===== src/rtl/midi_pkg.sv =====
`default_nettype none
// ============================================================================
// Module : midi_pkg
// Desc   : Shared MIDI constants, FSM state type and status-byte helper.
// Rev    : 1.0
// ============================================================================
package midi_pkg;

  localparam logic [3:0] MIDI_NOTE_ON          = 4'h9;
  localparam logic [3:0] MIDI_NOTE_OFF         = 4'h8;
  localparam int         MIDI_BAUD_TICKS_12MHZ = 384;

  typedef enum logic [1:0] {
    ST_IDLE        = 2'd0,
    ST_SEND_STATUS = 2'd1,
    ST_SEND_NOTE   = 2'd2,
    ST_SEND_VEL    = 2'd3
  } midi_state_t;

  function automatic logic [7:0] midi_status(input logic note_on, input logic [3:0] channel);
    return {note_on ? MIDI_NOTE_ON : MIDI_NOTE_OFF, channel};
  endfunction

endpackage
`default_nettype wire


===== src/rtl/midi_uart_byte_tx.sv =====
`default_nettype none
// ============================================================================
// Module : midi_uart_byte_tx
// Desc   : 8N1 LSB-first byte serializer; accepts a new byte in its done cycle.
// Rev    : 1.0
// ============================================================================
module midi_uart_byte_tx
  import midi_pkg::*;
#(
  parameter int BIT_TICKS = MIDI_BAUD_TICKS_12MHZ
) (
  input  logic       clk,
  input  logic       resetq,
  input  logic       start,
  input  logic [7:0] data,
  output logic       tx,
  output logic       done,
  output logic       busy
);

  localparam int            TW          = (BIT_TICKS > 1) ? $clog2(BIT_TICKS) : 1;
  localparam logic [TW-1:0] c_last_tick = TW'(BIT_TICKS - 1);
  localparam logic [3:0]    c_stop_bit  = 4'd9;

  logic [TW-1:0] r_tick;
  logic [3:0]    r_bit;
  logic [8:0]    r_shift;
  logic          r_tx;
  logic          r_busy;
  logic          w_bit_end;

  assign w_bit_end = (r_tick == c_last_tick);
  assign done      = r_busy && w_bit_end && (r_bit == c_stop_bit);
  assign tx        = r_tx;
  assign busy      = r_busy;

  // r_shift holds the bits still to go out after the start bit; a 1 is
  // shifted in behind the data so the stop bit falls out naturally.
  always_ff @(posedge clk or negedge resetq) begin
    if (!resetq) begin
      r_tick  <= '0;
      r_bit   <= '0;
      r_shift <= '1;
      r_tx    <= 1'b1;
      r_busy  <= 1'b0;
    end else if (start && (!r_busy || done)) begin
      r_tx    <= 1'b0;
      r_shift <= {1'b1, data};
      r_tick  <= '0;
      r_bit   <= '0;
      r_busy  <= 1'b1;
    end else if (r_busy) begin
      if (w_bit_end) begin
        r_tick <= '0;
        if (r_bit == c_stop_bit) begin
          r_busy <= 1'b0;
          r_tx   <= 1'b1;
          r_bit  <= '0;
        end else begin
          r_tx    <= r_shift[0];
          r_shift <= {1'b1, r_shift[8:1]};
          r_bit   <= r_bit + 4'd1;
        end
      end else begin
        r_tick <= r_tick + TW'(1);
      end
    end
  end

endmodule
`default_nettype wire


===== src/rtl/midi_tx.sv =====
`default_nettype none
// ============================================================================
// Module : midi_tx
// Desc   : MIDI note-on/off transmitter with optional running status.
// Rev    : 1.0
// ============================================================================
module midi_tx
  import midi_pkg::*;
#(
  parameter int BIT_TICKS            = MIDI_BAUD_TICKS_12MHZ,
  parameter int RUNNING_STATUS       = 1,
  parameter int NOTE_OFF_AS_ZERO_VEL = 0
) (
  input  logic       clk,
  input  logic       resetq,
  input  logic       ev_valid,
  output logic       ev_ready,
  input  logic       ev_note_on,
  input  logic [3:0] ev_channel,
  input  logic [6:0] ev_note,
  input  logic [6:0] ev_velocity,
  output logic       tx,
  output logic       busy
);

  localparam logic c_running  = (RUNNING_STATUS != 0);
  localparam logic c_zero_vel = (NOTE_OFF_AS_ZERO_VEL != 0);

  midi_state_t r_state;
  logic [7:0]  r_note_byte;
  logic [7:0]  r_vel_byte;
  logic [7:0]  r_last_status;
  logic        r_last_valid;

  logic        w_accept;
  logic        w_skip_status;
  logic [7:0]  w_status;
  logic [7:0]  w_vel_byte;
  logic        w_start;
  logic [7:0]  w_byte;
  logic        w_done;
  logic        w_ser_busy;

  assign w_status      = midi_status(ev_note_on || c_zero_vel, ev_channel);
  assign w_vel_byte    = (!ev_note_on && c_zero_vel) ? 8'h00 : {1'b0, ev_velocity};
  assign w_accept      = ev_valid && ev_ready;
  assign w_skip_status = c_running && r_last_valid && (w_status == r_last_status);

  // The serializer is busy exactly while a message is in flight.
  assign ev_ready = !w_ser_busy;
  assign busy     = w_ser_busy;

  // Next byte is launched in the done cycle of the previous one so bytes abut.
  always_comb begin
    w_start = 1'b0;
    w_byte  = 8'h00;
    case (r_state)
      ST_IDLE: begin
        if (w_accept) begin
          w_start = 1'b1;
          w_byte  = w_skip_status ? {1'b0, ev_note} : w_status;
        end
      end
      ST_SEND_STATUS: begin
        if (w_done) begin
          w_start = 1'b1;
          w_byte  = r_note_byte;
        end
      end
      ST_SEND_NOTE: begin
        if (w_done) begin
          w_start = 1'b1;
          w_byte  = r_vel_byte;
        end
      end
      default: ;
    endcase
  end

  always_ff @(posedge clk or negedge resetq) begin
    if (!resetq) begin
      r_state       <= ST_IDLE;
      r_note_byte   <= 8'h00;
      r_vel_byte    <= 8'h00;
      r_last_status <= 8'h00;
      r_last_valid  <= 1'b0;
    end else begin
      case (r_state)
        ST_IDLE: begin
          if (w_accept) begin
            r_note_byte <= {1'b0, ev_note};
            r_vel_byte  <= w_vel_byte;
            if (w_skip_status) begin
              r_state <= ST_SEND_NOTE;
            end else begin
              r_state       <= ST_SEND_STATUS;
              r_last_status <= w_status;
              r_last_valid  <= 1'b1;
            end
          end
        end
        ST_SEND_STATUS: if (w_done) r_state <= ST_SEND_NOTE;
        ST_SEND_NOTE:   if (w_done) r_state <= ST_SEND_VEL;
        ST_SEND_VEL:    if (w_done) r_state <= ST_IDLE;
        default:        r_state <= ST_IDLE;
      endcase
    end
  end

  midi_uart_byte_tx #(
    .BIT_TICKS(BIT_TICKS)
  ) u_ser (
    .clk   (clk),
    .resetq(resetq),
    .start (w_start),
    .data  (w_byte),
    .tx    (tx),
    .done  (w_done),
    .busy  (w_ser_busy)
  );

endmodule
`default_nettype wire


===== config.mk =====
export PLATFORM = sky130hd
export DESIGN_NAME = midi_tx
export DESIGN_NICKNAME = d
export VERILOG_FILES = /design/src/rtl/midi_pkg.sv /design/src/rtl/midi_uart_byte_tx.sv /design/src/rtl/midi_tx.sv
export SDC_FILE = /design/constraint.sdc
export NUM_CORES = 1
export LEC_CHECK = 0
export BUFFER_PORTS_ARGS = -buffer_cell sky130_fd_sc_hd__buf_2
export CORE_MARGIN = 10
export CORE_UTILIZATION = 38
export DETAILED_ROUTE_END_ITERATION = 12
export GPL_ROUTABILITY_DRIVEN = 0
export GPL_TIMING_DRIVEN = 1
export PLACE_DENSITY = 0.58
export REMOVE_ABC_BUFFERS = 1
export SYNTH_ARGS = -nofsm -noshare
export SYNTH_HDL_FRONTEND = slang
export SYNTH_SLANG_ARGS = --single-unit

===== constraint.sdc =====
create_clock -name clk -period 2.52 [get_ports clk]
set_input_delay 0.504 -clock clk [delete_from_list [all_inputs] [get_ports clk]]
set_output_delay 0.504 -clock clk [all_outputs]
set_load 0.03 [all_outputs]

Word-level counts from Yosys, hierarchy flattened
Index checks and enable logic that the tools add are counted.
Storage, ports and cells
  input bits: 22
  register bits: 49
  word-level logic and storage cells: 74
Operators by class
  bitwise logic cells: 1
  muxes and demuxes: 34
  equal/unequal tests: 11
  reductions and logical operators: 16
  $add $sub $neg: 2
Operator list (number)
  2-to-1 mux 9 bit: 7
  case mux 8 bit (3 select lines): 1
  2-to-1 mux 4 bit: 4
  2-to-1 mux 8 bit: 2
  2-to-1 mux 7 bit: 2
  2-to-1 mux 1 bit: 11
  2-to-1 mux 2 bit: 5
  adder 9 x 1 -> 9 bit (second input constant): 1
  == test 9 bit (second input constant): 1
  == test 8 bit: 1
  != test 2 x 1 -> 1 bit (second input constant): 4
  case mux 2 bit (4 select lines): 1
  AND reduction 3 bit: 2
  logical AND 1 bit: 5
  adder 4 x 1 -> 4 bit (second input constant): 1
  == test 2 bit (second input constant): 2
  == test 4 bit (second input constant): 1
  AND reduction 2 bit: 2
  AND reduction 4 bit: 1
  nonzero test 2 bit: 2
  == test 2 x 1 -> 1 bit (second input constant): 1
  zero test 2 bit: 1
  != test 2 bit (second input constant): 1
  case mux 1 bit (2 select lines): 1
  other kinds (4): 4

Longest topological paths before layout
  depth after elaboration: 8
  gate-level depth with buffers: 8

Cells and area by module
From an unflattened synthesis, not the netlist that was laid out.
Unflattened totals
  cell total of the unflattened synthesis: 284
  area total of the unflattened synthesis: 2562.5 sq um
By module, submodules not included
  midi_uart_byte_tx: instances 1, area each 1286.2 sq um, cells an instance 129
  midi_tx: instances 1, area each 1276.2 sq um, cells an instance 155

Worst setup path after synthesis
Ideal clock, no wire load.
  kind: flip-flop to flip-flop
  start: register u_ser.r_bit[1]
  end: register u_ser.r_tick[3]
  cell stages (with the launch flop): 9
  required time: 2400 ps
  data arrival time: 1679 ps
  path slack: 721 ps
  cell sequence: dfrtp_1 -> inv_1 -> ha_1 -> and3b_1 -> clkbuf_1 -> a41oi_4 -> or2_1 -> buf_2 -> and3_1
On the way
  longest elaborated chain between the ends: 6
RTL lines
  start: declaration: RTL line midi_uart_byte_tx.sv:26  | logic [3:0] r_bit;
  start signal: assignment: RTL line midi_uart_byte_tx.sv:62  | r_bit <= r_bit + 4'd1;
  == test 4 bit (*): RTL line midi_uart_byte_tx.sv:33  | assign done = r_busy && w_bit_end && (r_bit == c_stop_bit);
  logical AND 1 bit (*): RTL line midi_uart_byte_tx.sv:33
  2-to-1 mux 1 bit: RTL line midi_tx.sv:65, midi_tx.sv:71
  case mux 1 bit (2 select lines): RTL line midi_tx.sv:57  | case (r_state)
  logical AND 1 bit (*): RTL line midi_uart_byte_tx.sv:46  | end else if (start && (!r_busy || done)) begin
  2-to-1 mux 9 bit or nonzero test 2 bit (tied branches)
  end signal: assignment: RTL line midi_uart_byte_tx.sv:65  | r_tick <= r_tick + TW'(1);
  end: declaration: RTL line midi_uart_byte_tx.sv:25  | logic [TW-1:0] r_tick;
Every way passes the cells marked *; elsewhere a longest branch is shown, timed or not.
A chain may end at the register's enable or synchronous reset.

Worst setup path in the final report
  start: register r_state[0]
  end: register u_ser.r_tick[5]
On the way
  longest elaborated chain between the ends: 5
RTL lines
  start: declaration: RTL line midi_tx.sv:29  | midi_state_t r_state;
  start signal: assignment: RTL line midi_tx.sv:82  | r_state <= ST_IDLE;
  start signal: assignment: RTL line midi_tx.sv:94  | r_state <= ST_SEND_NOTE;
  start signal: assignment: RTL line midi_tx.sv:96  | r_state <= ST_SEND_STATUS;
  == test 2 bit or == test 2 x 1 -> 1 bit (tied branches): RTL line midi_tx.sv:57
  OR reduction 2 bit (no line)
  case mux 1 bit (2 select lines) (*): RTL line midi_tx.sv:57
  logical AND 1 bit (*): RTL line midi_uart_byte_tx.sv:46
  2-to-1 mux 9 bit or nonzero test 2 bit (tied branches)
Marked as above.

==> impl_metrics.toml <==
[sta]
grt_setup_unrepaired = "no"
maxSlewViolCount = 0
holdWs_ns = 0.177
tightest_slew_ns = 0.531
fin_crit_ns = 2.11
fmaxAchievable_mhz = 473
max_slew_margin = 0.643
hold_viol_final = 0
finalCritPeriodShare = 0.839
fin_skew_ns = 0.00520
fin_tns_setup_ns = 0
setup_ws_ns = 0.405
finalSetupViolations = 0

[power]
p_per_area_nw_per_um2 = 431
netSwitchingPower_uw = 279
seqPwrFrac = 0.594
p_int_uw = 936
power_mw = 1.21
switching_share = 0.229
ir_worst_vdd_v = 0.000339
combPwrFrac = 0.038
leakage_nw = 1.36
power_frac_clock = 0.367

[logic_synthesis]
synth_top_family_by_area = "simple AND/OR/NAND/NOR gates"
synth_cell_types = 49
yosysSeqAreaShare = 0.449
ys_warn_count = 0
synth-simple-area-share = 0.252
async_flop_share = 1.00
synth_edf_count = 0
syn_area_um2 = 2530
synth_top_area_cell = "dfrtp_1"
netlist_instances = 267
synth_xor_area_frac = 0.0311
synth-compound-area-share = 0.148
synth_ff_type = "dfrtp_1"
synth_fa_ha_area_frac = 0.0395
syn_area_per_cell_um2 = 9.48
synth-seq-cells = 45
synth_area_leaders = "dfrtp_1 (36%), nand2_1 (9.8%), dfstp_2 (9.3%)"
synth_top_area_share = 0.356
synth_mux_area_frac = 0.0415

[clock_network]
post_cts_resized = 0
clkLatencyLatePin_ns = 0.30
htreeDepth = 2
cts_tree = "yes"
cts_root_buffer = "clkbuf_8"
clock_path_buffers = 2
postCtsHoldBufs = 0
clkTransAtPathRegs_ns = 0.08
cts_buffers = 5
post_cts_buffers = 0
cts.sinks = 45

[placed_design]
dpl-instance-area_um2 = 2740
io_buffers = 24
pre_cts_slack_ns = 0.443
place_hpwl_um = 4310

[floorplanning]
dieWidth_um = 102
die_h_um = 102
io_pins = 25
rows = 29
fp.dieArea_um2 = 10300
initial_core_util = 0.394
core-area_um2 = 6420

[detailed_routing]
ant_nets = 0
wl_um = 5980
firstDrtPassIters = 4
drt_iter0_drc = 60
vias_per_cell = 5.52
wl_per_cell_um = 16.2
drc = 0
vias = 2036

[layout]
final_common_cell = "nand2_1"
drive_gt1_frac = 0.195
diodes = 0
mostFrequentLayoutCells = "nand2_1 (66), dfrtp_1 (36), buf_2 (24)"
final_nets = 321
post-route-cell-area_um2 = 2820
fillers = 629
synthToLayoutAreaGrowth_pct = 11.4

[critical_path]
crit_fanout = 10
cpMaxStageDelayCell = "dfrtp_1"
crit_path_cell_trace = "inv_1 -> ha_1 -> and3b_1 -> a41oi_4 -> or2_1 -> o221a_2"
slowest_delay_ns = 0.40
crit_path_end_kind = "register"
crit_type = "reg2reg"
cp.arrival_ns = 2.35
critPathLaunchType = "register"
cp.required_ns = 2.76

[grt]
grt_pass1_wl_um = 10200
overflow = 0
grt_start_max_net_pins = 23
grt_pass1_vias = 2096
grtUsageTotal = 0.121
antenna_found_initial = 0

[job]
maxCapViolCount = 0

[worst_hold_path]
hold_path.class = "in2async"

[status]
status = "complete, no violations"
[power groups by stage]
stage | logic (mW) | registers (mW) | clock network [mW]
2_1_floorplan | 0.00762 | 0.736 | 0
3_3_place_gp | 0.0479 | 0.736 | 0
3_5_place_dp | 0.0480 | 0.736 | 0
4_1_cts | 0.0481 | 0.722 | 0.460
5_1_grt | 0.0529 | 0.722 | 0.488
6_report | 0.0464 | 0.722 | 0.446
[cells by family after synthesis]
kind of cell | count (synthesis)
buffers and inverters | 22
adders and majority gates | 8
xor gates and xnor gates | 9
muxes | 10
AOI/OAI and AO/OA | 48
and+or+nand+nor | 125
DFF | 45
[through the flow]
stage,instances,util
after floorplan,252,-
after global placement,361,0.426
after detailed placement,361,0.426
after CTS,369,0.439
after global routing,369,0.439
final,369,0.439
[critical path: cells and delay by family, from the launching register on]
family,cells,cell delay (ns)
buffers and inverters,1,0.10
and+or+nand+nor,2,0.68
DFF,1,0.40
adders and majority gates,1,0.24
AOI/OAI and AO/OA,2,0.64
[registers in the layout (all words and copies together), names as in the netlist]
signal	count
r_last_status	6
r_note_byte	7
r_state	2
r_vel_byte	7
u_ser.busy	1
u_ser.r_bit	4
u_ser.r_shift	8
u_ser.r_tick	9
u_ser.tx	1
[cell type report]
type                       instances  area (um^2)  area share
clock buffer                       7         76.3      0.0271
clock inverter                     1         7.51     0.00266
inverter                           7         26.3     0.00932
multi-input combinational        200         1300       0.460
sequential                        45         1140       0.403
tap                               77         96.3      0.0342
timing repair buffer              32          180      0.0639
[per-layer routing]
metal	vias to the layer above	routed length (um)	global-route usage
met5	-	0	0
met4	0	75	0.0385
met3	10	233	0.0300
met2	36	2780	0.192
met1	994	2900	0.159
li1	996	-	-
[path summary, 6_finish.rpt]
kind / endpoint / depth (start not counted) / from / slack (ns)
setup / recovery: u_ser.r_tick[5]$_DFFE_PN0P_ / 6 / r_state[0]$_DFFE_PN0P_ / 0.41
hold / removal: u_ser.r_tick[8]$_DFFE_PN0P_ / 1 / resetq / 0.18
setup reg to reg: u_ser.r_tick[5]$_DFFE_PN0P_ / 6 / r_state[0]$_DFFE_PN0P_ / 0.41
hold reg to reg: r_note_byte[4]$_DFFE_PN0P_ / 2 / r_note_byte[4]$_DFFE_PN0P_ / 0.48
max in group asynchronous: u_ser.tx$_DFFE_PN1P_ / 2 / resetq / 1.69
min in group clk: r_vel_byte[0]$_DFFE_PN0P_ / 3 / ev_velocity[0] / 0.39
[Yosys cell counts (3+ instances only)]
| cell | n |
|---|---|
| xor2_1 | 3 |
| a211oi_1 | 5 |
| a31oi_1 | 4 |
| o211ai_1 | 5 |
| and3b_1 | 3 |
| dfrtp_1 | 36 |
| buf_1 | 3 |
| nand3_1 | 6 |
| nand4_1 | 4 |
| xnor2_1 | 6 |
| nand2_1 | 66 |
| o221a_2 | 3 |
| mux2i_1 | 9 |
| or3_1 | 9 |
| dfstp_2 | 9 |
| a22o_1 | 7 |
| nor3_1 | 4 |
| and3_1 | 3 |
| buf_2 | 3 |
| a21oi_1 | 7 |
| o21ai_0 | 5 |
| inv_1 | 7 |
| nor2_1 | 12 |
| a32oi_1 | 5 |
| clkbuf_1 | 7 |
| ha_1 | 8 |
Power figures use the tool's default switching activity.
